$ cat src/rtl/axi_ni_resp_scheduler.sv
// Response-side sequencer of the target NI: round-robin between AXI B and R,
// one header handshake per response, payload beats for reads, outstanding-FIFO pops.
module axi_ni_resp_scheduler #(
    parameter int MAX_SUPPORTED_IDS = 16,
    parameter int ID_WIDTH          = 4,
    parameter int DATA_WIDTH        = 32
) (
    input  logic                         clk,
    input  logic                         rst,
    input  logic                         BVALID,
    input  logic [ID_WIDTH-1:0]          BID,
    input  logic [1:0]                   BRESP,
    output logic                         BREADY,
    input  logic                         RVALID,
    input  logic [ID_WIDTH-1:0]          RID,
    input  logic [1:0]                   RRESP,
    input  logic [DATA_WIDTH-1:0]        RDATA,
    input  logic                         RLAST,
    output logic                         RREADY,
    input  logic [MAX_SUPPORTED_IDS-1:0] wrr_rempty,
    input  logic [MAX_SUPPORTED_IDS-1:0] rdr_rempty,
    output logic [MAX_SUPPORTED_IDS-1:0] wrr_rinc,
    output logic [MAX_SUPPORTED_IDS-1:0] rdr_rinc,
    output logic                         hdr_valid,
    input  logic                         hdr_ready,
    output logic                         hdr_is_read,
    output logic [ID_WIDTH-1:0]          hdr_id,
    output logic [1:0]                   hdr_resp,
    output logic                         pay_valid,
    output logic [DATA_WIDTH-1:0]        pay_data,
    output logic                         pay_last,
    input  logic                         pay_ready,
    output logic                         orphan_err,
    output logic                         burst_err
);

    localparam logic [1:0] ST_IDLE   = 2'd0;
    localparam logic [1:0] ST_B_HDR  = 2'd1;
    localparam logic [1:0] ST_R_HDR  = 2'd2;
    localparam logic [1:0] ST_R_DATA = 2'd3;
    localparam logic       GRANT_B   = 1'b0;
    localparam logic       GRANT_R   = 1'b1;

    logic [1:0]          state_r;
    logic                last_grant_r;
    logic [ID_WIDTH-1:0] hdr_id_r;
    logic [1:0]          hdr_resp_r;
    logic [7:0]          beat_cnt_r;
    logic                orphan_err_r;
    logic                burst_err_r;

    logic b_ok_s, r_ok_s, b_orphan_s, r_orphan_s;
    logic grant_b_s, grant_r_s, beat_xfer_s, beat_bad_s;

    function automatic logic [MAX_SUPPORTED_IDS-1:0] id_onehot(input logic [ID_WIDTH-1:0] id);
        logic [MAX_SUPPORTED_IDS-1:0] v;
        v     = '0;
        v[id] = 1'b1;
        return v;
    endfunction

    // Eligibility, arbitration and burst-beat qualification
    always_comb begin
        b_orphan_s  = BVALID && wrr_rempty[BID];
        r_orphan_s  = RVALID && rdr_rempty[RID];
        b_ok_s      = BVALID && !wrr_rempty[BID];
        r_ok_s      = RVALID && !rdr_rempty[RID];
        grant_b_s   = b_ok_s && (!r_ok_s || (last_grant_r == GRANT_R));
        grant_r_s   = r_ok_s && !grant_b_s;
        beat_xfer_s = (state_r == ST_R_DATA) && RVALID && pay_ready;
        beat_bad_s  = (RID != hdr_id_r) || ((beat_cnt_r == 8'd255) && !RLAST);
    end

    // Handshake outputs decoded from the current state
    always_comb begin
        BREADY      = 1'b0;
        RREADY      = 1'b0;
        hdr_valid   = 1'b0;
        hdr_is_read = 1'b0;
        pay_valid   = 1'b0;
        pay_data    = '0;
        pay_last    = 1'b0;
        wrr_rinc    = '0;
        rdr_rinc    = '0;
        case (state_r)
            ST_IDLE: begin
                BREADY = 1'b0;
            end
            ST_B_HDR: begin
                hdr_valid = 1'b1;
                BREADY    = hdr_ready;
                if (hdr_ready) begin
                    wrr_rinc = id_onehot(hdr_id_r);
                end else begin
                    wrr_rinc = '0;
                end
            end
            ST_R_HDR: begin
                hdr_valid   = 1'b1;
                hdr_is_read = 1'b1;
            end
            ST_R_DATA: begin
                pay_valid = RVALID;
                pay_data  = RDATA;
                pay_last  = RLAST;
                RREADY    = pay_ready;
                if (beat_xfer_s && RLAST) begin
                    rdr_rinc = id_onehot(hdr_id_r);
                end else begin
                    rdr_rinc = '0;
                end
            end
            default: begin
                BREADY = 1'b0;
            end
        endcase
    end

    // Sequencer state, latched header fields, beat counter and sticky errors
    always_ff @(posedge clk or negedge rst) begin
        if (!rst) begin
            state_r      <= ST_IDLE;
            last_grant_r <= GRANT_R;
            hdr_id_r     <= '0;
            hdr_resp_r   <= 2'd0;
            beat_cnt_r   <= 8'd0;
            orphan_err_r <= 1'b0;
            burst_err_r  <= 1'b0;
        end else begin
            case (state_r)
                ST_IDLE: begin
                    if (b_orphan_s || r_orphan_s) begin
                        orphan_err_r <= 1'b1;
                    end
                    if (grant_b_s) begin
                        state_r    <= ST_B_HDR;
                        hdr_id_r   <= BID;
                        hdr_resp_r <= BRESP;
                    end else if (grant_r_s) begin
                        state_r    <= ST_R_HDR;
                        hdr_id_r   <= RID;
                        hdr_resp_r <= RRESP;
                    end
                end
                ST_B_HDR: begin
                    if (hdr_ready) begin
                        state_r      <= ST_IDLE;
                        last_grant_r <= GRANT_B;
                    end
                end
                ST_R_HDR: begin
                    if (hdr_ready) begin
                        beat_cnt_r <= 8'd0;
                        state_r    <= ST_R_DATA;
                    end
                end
                ST_R_DATA: begin
                    if (beat_xfer_s) begin
                        // A bad beat is still forwarded; only the sticky flag records it
                        if (beat_bad_s) begin
                            burst_err_r <= 1'b1;
                        end
                        if (beat_cnt_r != 8'd255) begin
                            beat_cnt_r <= beat_cnt_r + 8'd1;
                        end
                        if (RLAST) begin
                            state_r      <= ST_IDLE;
                            last_grant_r <= GRANT_R;
                        end
                    end
                end
                default: begin
                    state_r <= ST_IDLE;
                end
            endcase
        end
    end

    assign hdr_id     = hdr_id_r;
    assign hdr_resp   = hdr_resp_r;
    assign orphan_err = orphan_err_r;
    assign burst_err  = burst_err_r;

endmodule

$ cat config.mk
export PLATFORM = sky130hd
export DESIGN_NAME = axi_ni_resp_scheduler
export DESIGN_NICKNAME = d
export VERILOG_FILES = /design/src/rtl/axi_ni_resp_scheduler.sv
export SDC_FILE = /design/constraint.sdc
export NUM_CORES = 1
export LEC_CHECK = 0
export BUFFER_PORTS_ARGS = -buffer_cell sky130_fd_sc_hd__buf_2
export CORE_MARGIN = 2
export CORE_UTILIZATION = 35
export DETAILED_ROUTE_END_ITERATION = 10
export HOLD_SLACK_MARGIN = 0.08
export PLACE_DENSITY_LB_ADDON = 0.12
export SYNTH_ARGS = -nofsm -noshare
export SYNTH_HDL_FRONTEND = slang
export SYNTH_SLANG_ARGS = --single-unit
$ cat constraint.sdc
create_clock -name clk -period 4 [get_ports clk]
set_input_delay 0.4 -clock clk [delete_from_list [all_inputs] [get_ports clk]]
set_output_delay 0.4 -clock clk [all_outputs]
set_load 0.01 [all_outputs]
# Word-level counts from Yosys, hierarchy flattened
# Index checks and enable logic that the tools add are counted.
totals:
  regBits: 19
  inputBits: 83
  output_inout_bits: 78
op_classes:
  add_sub_neg: 1
  n_eq_ne: 12
  n_reduce_logical: 30
  order_cmp: 4
  n_mux: 36
op_table:
  columns: ["operator", "count"]
  rows:
  - ["16-bit two-way mux", 4]
  - ["32-bit two-way mux", 1]
  - ["8-bit two-way mux", 3]
  - ["2-bit two-way mux", 8]
  - ["8-bit one-hot mux with 2 select lines", 1]
  - ["4-bit by 5-bit < comparator with 1-bit output (second input constant)", 3]
  - ["1-bit two-way mux", 12]
  - ["1-bit logical AND", 11]
  - ["8-bit by 1-bit adder with 8-bit output (second input constant)", 1]
  - ["1-bit binary-select mux with 4-bit select", 2]
  - ["8-bit equality test (second input constant)", 1]
  - ["4-bit two-way mux", 2]
  - ["2-bit inequality test (second input constant)", 4]
  - ["8-bit inequality test (second input constant)", 1]
  - ["2-bit one-hot mux with 4 select lines", 1]
  - ["4-bit AND reduction", 2]
  - ["2-bit nonzero test", 3]
  - ["1-bit zero test", 5]
  - ["5-bit AND reduction", 1]
  - ["1-bit demux with 4-bit select", 1]
  - ["2-bit equality test (second input constant)", 2]
  - ["4-bit by 1-bit >= comparator with 1-bit output (second input constant)", 1]
  - ["4-bit inequality test", 1]
  - ["2-bit AND reduction", 2]
  - ["other kinds (8)", 10]

# Longest topological paths before layout
# Gate-level depths: netlist of the first run.
logic_depth:
  depth_word: 12
  ltp_mapped: 8
  mapped_depth_nobuf: 8

# Worst setup path before layout of the first run
# No wires, ideal clock.
synth_path:
  path_type: "input to register"
  startpoint: "input port RID[1]"
  endpoint: "register hdr_id_r[2] (netlist: hdr_id[2])"
  path_slack_ns: 1.968
  arrival_ns: 1.907
  setup_time_ns: 0.125
  path_stages: 7
  cell_sequence: "buf_6 mux2i_1 mux4_2 a22oi_2 nand2_2 nand2_1 mux2_2"
synth_between:
  elab_chain_cells: 11
  elab_cells_between_ends: 12
synth_lines:
  columns: ["item", "line_no", "rtl"]
  rows:
  - ["start, declared", "15", "input logic [ID_WIDTH-1:0] RID,"]
  - ["1-bit binary-select mux with 4-bit select *", "67", "r_ok_s = RVALID && !rdr_rempty[RID];"]
  - ["1-bit two-way mux (implied by the code) *", "67", null]
  - ["1-bit zero test *", "67", null]
  - ["1-bit logical AND *", "67", null]
  - ["1-bit zero test", "68", "grant_b_s = b_ok_s && (!r_ok_s || (last_grant_r == GRANT_R));"]
  - ["1-bit logical OR", "68", null]
  - ["1-bit logical AND", "68", null]
  - ["1-bit zero test", "69", "grant_r_s = r_ok_s && !grant_b_s;"]
  - ["1-bit logical AND", "69", null]
  - ["2-bit nonzero test (no line)", null, null]
  - ["2-bit AND reduction (no line)", null, null]
  - ["end signal, assigned", "124", "hdr_id_r <= '0;"]
  - ["end signal, assigned", "137", "hdr_id_r <= BID;"]
  - ["end signal, assigned", "141", "hdr_id_r <= RID;"]
  - ["end, declared", "46", "logic [ID_WIDTH-1:0] hdr_id_r;"]
# Every way passes the cells marked *; elsewhere a longest branch is shown, timed or not. The select of a mux whose other input is x is not followed.
# A chain may end at the register's enable or synchronous reset.

# Worst setup path in the final report of the first run
layout_path:
  startpoint: "register state_r[1]"
  endpoint: "output port rdr_rinc[0]"
layout_between:
  elab_chain_cells: 6
layout_lines:
  columns: ["item", "line_no", "rtl"]
  rows:
  - ["start, declared", "44", "logic [1:0] state_r;"]
  - ["start signal, assigned", "122", "state_r <= ST_IDLE;"]
  - ["start signal, assigned", "136", "state_r <= ST_B_HDR;"]
  - ["start signal, assigned", "140", "state_r <= ST_R_HDR;"]
  - ["2-bit equality test *", "70, 85", null]
  - ["1-bit logical AND (2 in series)", "70", "beat_xfer_s = (state_r == ST_R_DATA) && RVALID && pay_ready;"]
  - ["1-bit logical AND", "107", "if (beat_xfer_s && RLAST) begin"]
  - ["16-bit two-way mux", "107", null]
  - ["16-bit two-way mux *", "85", "case (state_r)"]
  - ["end, declared", "23", "output logic [MAX_SUPPORTED_IDS-1:0] rdr_rinc,"]
# Every way passes the cells marked *; elsewhere a longest branch is shown, timed or not.

==> results of run 1 <==
==> path summary, 6_finish.rpt <==
| path | to | slack, ns | cells past startpoint |
|---|---|---|---|
| worst min register to register | burst_err$_DFFE_PN0P_ | 0.47 | 1 |
| min in group clk | orphan_err$_DFFE_PN0P_ | 0.44 | 3 |
| worst max register to register | beat_cnt_r[6]$_DFFE_PN0P_ | 1.12 | 7 |
| max in group asynchronous | last_grant_r$_DFFE_PN1P_ | 3.58 | 1 |
| worst max-delay path | rdr_rinc[0] | 0.95 | 6 |
| worst min-delay path | hdr_resp[0]$_DFFE_PN0P_ | 0.08 | 1 |
==> sequential cells by signal, summed over array words and instances (netlist names) <==
name          flops
beat_cnt_r        8
state_r           2
last_grant_r      1
hdr_id            4
burst_err         1
orphan_err        1
hdr_resp          2
==> per-stage QoR <==
step                hold slack (ns)  area [sq um]  worst slack [ns]
floorplan                     0.104          1930              1.97
global placement              0.380          2750              1.18
detailed placement            0.384          2750              1.09
CTS                           0.102          2800             0.903
global route                  0.115          2800             0.664
finish                       0.0825          2800             0.953
==> final cells by class <==
class	instances	share of cell area [%]
timing repair buffer	160	28.6
clock inverter	1	0.179
clock buffer	3	1.48
tap	72	3.22
inverter	6	0.806
sequential	19	17.1
multi-input combinational	196	48.6
==> cells by family after synthesis <==
group / after synthesis / synth area share (%)
buf+inv: 20 / 4.74
mux: 30 / 18.2
xor+xnor: 9 / 4.09
simple gates: 120 / 32.7
flops: 19 / 24.7
fa+ha+maj: 5 / 3.25
compound gates: 32 / 12.3
==> placed cells by master, fill, tap and decap left out, types with 2 or more instances in the layout <==
cell type  instances
nor2b_1            2
inv_1              6
nand2b_1           5
nand3b_1           2
a21oi_1            9
clkbuf_8           3
buf_2            160
or2_2              2
a31oi_1            6
nor3_1             8
ha_1               5
dfrtp_1           18
and3b_1            2
and2_1            39
mux4_2             4
nand2_1            9
or3_1              2
o21ai_0            6
nand3_1            5
nor2_1            36
and3_1             3
mux2i_1           25
xor2_1             9
nand4_1            3
==> routing by layer <==
layer / GRT usage (%) / share of wire [%]
met1: 24.0 / 45
met3: 2.53 / 6.5
met4: 4.56 / 0.93
met5: 0 / 0
met2: 30.1 / 48
==> power by group <==
group          total [mW]  leakage (nW)  internal, mW  switching [mW]
combinational       0.775          1.33         0.342           0.433
sequential          0.371         0.230         0.259           0.112
clock               0.135        0.0255        0.0693          0.0661
==> critical path: cells and delay by family (launching register included) <==
kind | cells | cell delay (ns)
flops | 1 | 0.42
simple gates | 4 | 0.97
fa+ha+maj | 1 | 0.83
buf+inv | 1 | 0.16
==> results.py, run 1 <==
metrics = {
    "timing": {
        "slew_headroom_pct": 34.4,
        "rsz0062_at_grt": "false",
        "drv_slew": 0,
        "finClkSkew_ns": 0.00477,
        "fin_tns_setup_ns": 0,
        "fin_crit_sh_pct": 76.2,
        "min_period_ns": 3.05,
        "hold_violations": 0,
        "fmax_mhz": 328,
        "setup_viol": 0,
        "worst_pin_slew_ns": 0.984,
    },
    "run": {
        "cap_viol_max_count": 0,
    },
    "critical_path": {
        "critPathSlowestCell": "ha_1",
        "worstSetupStartpointType": "register",
        "slowest_delay_ns": 0.83,
        "critPathRequiredTime_ns": 3.60,
        "end_kind": "output pin",
        "cp_data_arrival_time_ns": 2.65,
        "reg2reg_from": "state_r[1]$_DFFE_PN0P_",
        "worstPathMaxFanout": 43,
        "path_cells": "ha_1 > and3_1 > nand2_1 > or3_1 > nor3_1 > buf_2",
        "worstSetupPathType": "register to output pin",
        "critPathLaunch": "state_r[1]$_DFFE_PN0P_",
    },
    "global_route": {
        "grt_max_degree": 44,
        "grt_pass1_wl_um": 9050,
        "antenna_found_initial": 0,
        "grt_pass1_vias": 1981,
        "grt.overflow.total": 0,
        "grt_usage_pct": 17.8,
    },
    "finish": {
        "ff_latch_area_sq_um": 477,
        "finish.utilization_pct": 51.7,
        "nets": 474,
        "diodes": 0,
        "fillers": 523,
        "drive_gt1_share_pct": 46.2,
        "finalNonFillerCells": 457,
        "multiInputGateArea_sq_mm": 0.00136,
        "synthToLayoutAreaGrowth_pct": 45.1,
    },
    "placed_design": {
        "globalplace.congestion": 0.739,
        "place_hpwl_um": 4600,
        "io_buffers": 160,
        "post-place-cells": 453,
    },
    "synth": {
        "synth.most_common_cell": "and2_1",
        "synth_area_sq_mm": 0.00193,
        "synth_nets": 323,
        "netlist_instances": 235,
        "synth_seq_cells": 19,
        "synth_common_cells": "and2_1 (39), nor2_1 (36), mux2i_1 (25)",
        "syn_area_per_cell_sq_um": 8.20,
        "synth_ff_type": "dfrtp_1",
        "synth_edf_count": 0,
        "synth_top_area_share_pct": 23.4,
        "synth_top_cell_by_area": "dfrtp_1",
        "ys_top_cells_by_area": "dfrtp_1 (23%), mux2i_1 (13%), and2_1 (13%)",
        "async_flop_share_pct": 100,
        "synth_cell_types": 41,
        "ys_seq_area_share_pct": 24.7,
        "yosysWarnings": 0,
    },
    "routing": {
        "postRouteAntennaNets": 0,
        "routedWlPerCell_um": 12.0,
        "drt_first_iter_violations": 55,
        "routed_via_density": 4.72,
        "dr.pass1.iters": 4,
        "drc": 0,
        "routed_wl_um": 5470,
        "num_vias": 2156,
    },
    "die": {
        "die_w_um": 78.2,
        "initial_utilization_pct": 35.6,
        "core_sq_mm": 0.00541,
        "std_cell_rows": 27,
        "num_io_pins": 161,
        "die_area_sq_mm": 0.00611,
        "dieHeight_um": 78.2,
    },
    "clocking": {
        "clock_sinks": 19,
        "clockBufferDepth": 2,
        "cts_hold_buffers": 0,
        "numCtsBuffers": 3,
        "clk_pin_slew_ns": 0.07,
        "clk_latency_ns": 0.26,
        "cts_tree": "built",
        "cts-root-buf": "clkbuf_8",
        "post_cts_buffers": 0,
        "htree_levels": 1,
        "cts.repair.resized": 0,
    },
    "pwr": {
        "p_per_area_mw_per_mm2": 458,
        "power_mw": 1.28,
        "power.leakage_nw": 1.59,
        "vdd_ir_drop_max_mv": 0.176,
    },
    "status": {
        "status": "completed",
    },
    "min_path": {
        "hp-class": "input port to asynchronous set/reset pin",
    },
}
(Power assumes the default switching activity.)
==> run 2, diff against run 1 <==
==> constraint.sdc (replaced) <==
create_clock -name clk -period 3.1 [get_ports clk]
set_input_delay 0.31 -clock clk [delete_from_list [all_inputs] [get_ports clk]]
set_output_delay 0.31 -clock clk [all_outputs]
set_load 0.01 [all_outputs]
==> results.py, run 2 (synthesis results as in run 1) <==
metrics = {
    "status": {
        "status": "completed",
    },
    "timing": {
        "finClkSkew_ns": 0.00715,
        "fmax_mhz": 457,
        "worst_pin_slew_ns": 0.562,
        "hold_violations": 0,
        "rsz0062_at_grt": "false",
        "fin_crit_sh_pct": 70.6,
        "min_period_ns": 2.19,
        "setup_viol": 0,
        "fin_tns_setup_ns": 0,
        "slew_headroom_pct": 62.5,
        "drv_slew": 0,
    },
    "finish": {
        "nets": 476,
        "synthToLayoutAreaGrowth_pct": 46.0,
        "largest_register_ff_count": 8,
        "fillers": 589,
        "drive_gt1_share_pct": 46.3,
        "top_register": "beat_cnt_r",
        "diodes": 0,
        "final_cell_mix": "buf_2 (160), and2_1 (39), nor2_1 (36), mux2i_1 (25), dfrtp_1 (18)",
        "final_common_cell": "buf_2",
    },
    "routing": {
        "routed_wl_um": 5560,
        "dr.pass1.iters": 4,
        "postRouteAntennaNets": 0,
        "drt_first_iter_violations": 59,
        "num_vias": 2151,
        "drc": 0,
        "routed_via_density": 4.69,
        "routedWlPerCell_um": 12.1,
    },
    "critical_path": {
        "reg2reg_from": "state_r[1]$_DFFE_PN0P_",
        "worstSetupStartpointType": "register",
        "worstPathMaxFanout": 5,
        "critPathRequiredTime_ns": 2.79,
        "rr_worst_depth": 7,
        "regToRegSetupSlack_ns": 0.92,
        "worstSetupPathType": "register to output pin",
        "end_kind": "output pin",
        "cp_data_arrival_time_ns": 1.88,
        "path_cells": "ha_1 > and3_1 > nand2_1 > or3_1 > nor3_1 > buf_2",
        "critPathSlowestCell": "dfrtp_1",
        "slowest_delay_ns": 0.43,
        "r2r-end": "beat_cnt_r[6]$_DFFE_PN0P_",
    },
    "global_route": {
        "grt_usage_pct": 17.5,
        "antenna_found_initial": 0,
        "grt_max_degree": 43,
        "grt_pass1_vias": 2009,
        "grt_pass1_wl_um": 8780,
        "grt.overflow.total": 0,
    },
    "clocking": {
        "htree_levels": 1,
        "clockBufferDepth": 2,
        "clock_sinks": 19,
        "numCtsBuffers": 3,
        "clk_pin_slew_ns": 0.08,
        "cts-root-buf": "clkbuf_8",
        "clk_latency_ns": 0.26,
        "cts.repair.resized": 0,
        "post_cts_buffers": 0,
        "cts_tree": "built",
    },
    "die": {
        "die_area_sq_mm": 0.00611,
        "core_sq_mm": 0.00541,
        "dieHeight_um": 78.2,
        "initial_utilization_pct": 35.6,
        "num_io_pins": 161,
        "std_cell_rows": 27,
        "die_w_um": 78.2,
    },
    "min_path": {
        "min_path_cells": 3,
        "hold_end": "orphan_err$_DFFE_PN0P_",
        "hp-class": "input port to register",
        "hp-start": "BVALID",
    },
    "run": {
        "cap_viol_max_count": 0,
    },
    "pwr": {
        "p_per_area_mw_per_mm2": 591,
        "power_mw": 1.66,
        "vdd_ir_drop_max_mv": 0.258,
        "power.leakage_nw": 1.60,
    },
    "placed_design": {
        "io_buffers": 160,
        "globalplace.congestion": 0.724,
        "place_hpwl_um": 4610,
    },
}
[run 2: routing by layer]
metal | wire (um) | global-route usage [%]
met4 | 48 | 4.21
met5 | 0 | 0
met3 | 328 | 2.18
met1 | 2480 | 21.4
met2 | 2700 | 32.4
[run 2: worst max-delay path: cells and delay by family, from the launching register on]
kind          cells  cell delay [ns]
simple gates      4             0.86
flops             1             0.43
fa+ha+maj         1             0.18
buf+inv           1             0.15
[run 2: worst max-delay path by stage]
stage	from	endpoint	slack [ns]	cells after the start
after detailed placement	RID[1]	hdr_id[2]$_DFFE_PN0P_	0.78	7
after global routing	state_r[1]$_DFFE_PN0P_	beat_cnt_r[6]$_DFFE_PN0P_	0.71	7
final	state_r[1]$_DFFE_PN0P_	rdr_rinc[0]	0.91	6
after global placement	RID[1]	hdr_id[2]$_DFFE_PN0P_	0.84	7
after floorplan	state_r[1]$_DFFE_PN0P_	beat_cnt_r[6]$_DFFE_PN0P_	1.13	7
after CTS	state_r[1]$_DFFE_PN0P_	beat_cnt_r[6]$_DFFE_PN0P_	0.88	7
[run 2: report_power, final]
group          leakage, nW  switching [mW]  internal [mW]
clock               0.0255          0.0875         0.0895
sequential           0.230           0.149          0.334
combinational         1.34           0.558          0.443
[run 2: timing repair]
item,in CTS,in global routing
hold endpoints to repair,18,0
setup endpoints to repair,0,0
hold buffers,1,0
[run 2: area by class of cell]
class	instances	area (sq um)	share of cell area [%]
repair buffers	162	818	29.1
inverters	6	22.5	0.801
clock buffers	3	41.3	1.47
multi-input cells	196	1360	48.3
clock inverters	1	5.00	0.178
well taps	72	90.1	3.20
flip-flops and latches	19	477	16.9
[run 2: stage by stage]
step / hold WS [ns] / setup slack (ns) / cell area, sq um / cells / utilization (%)
2_1_floorplan: 0.0144 / 1.13 / 1930 / 235 / -
3_3_place_gp: 0.290 / 0.839 / 2760 / 454 / 51.0
3_5_place_dp: 0.290 / 0.784 / 2760 / 454 / 51.0
4_1_cts: 0.349 / 0.885 / 2810 / 459 / 52.0
5_1_grt: 0.396 / 0.712 / 2810 / 459 / 52.0
6_report: 0.355 / 0.913 / 2810 / 459 / 52.0
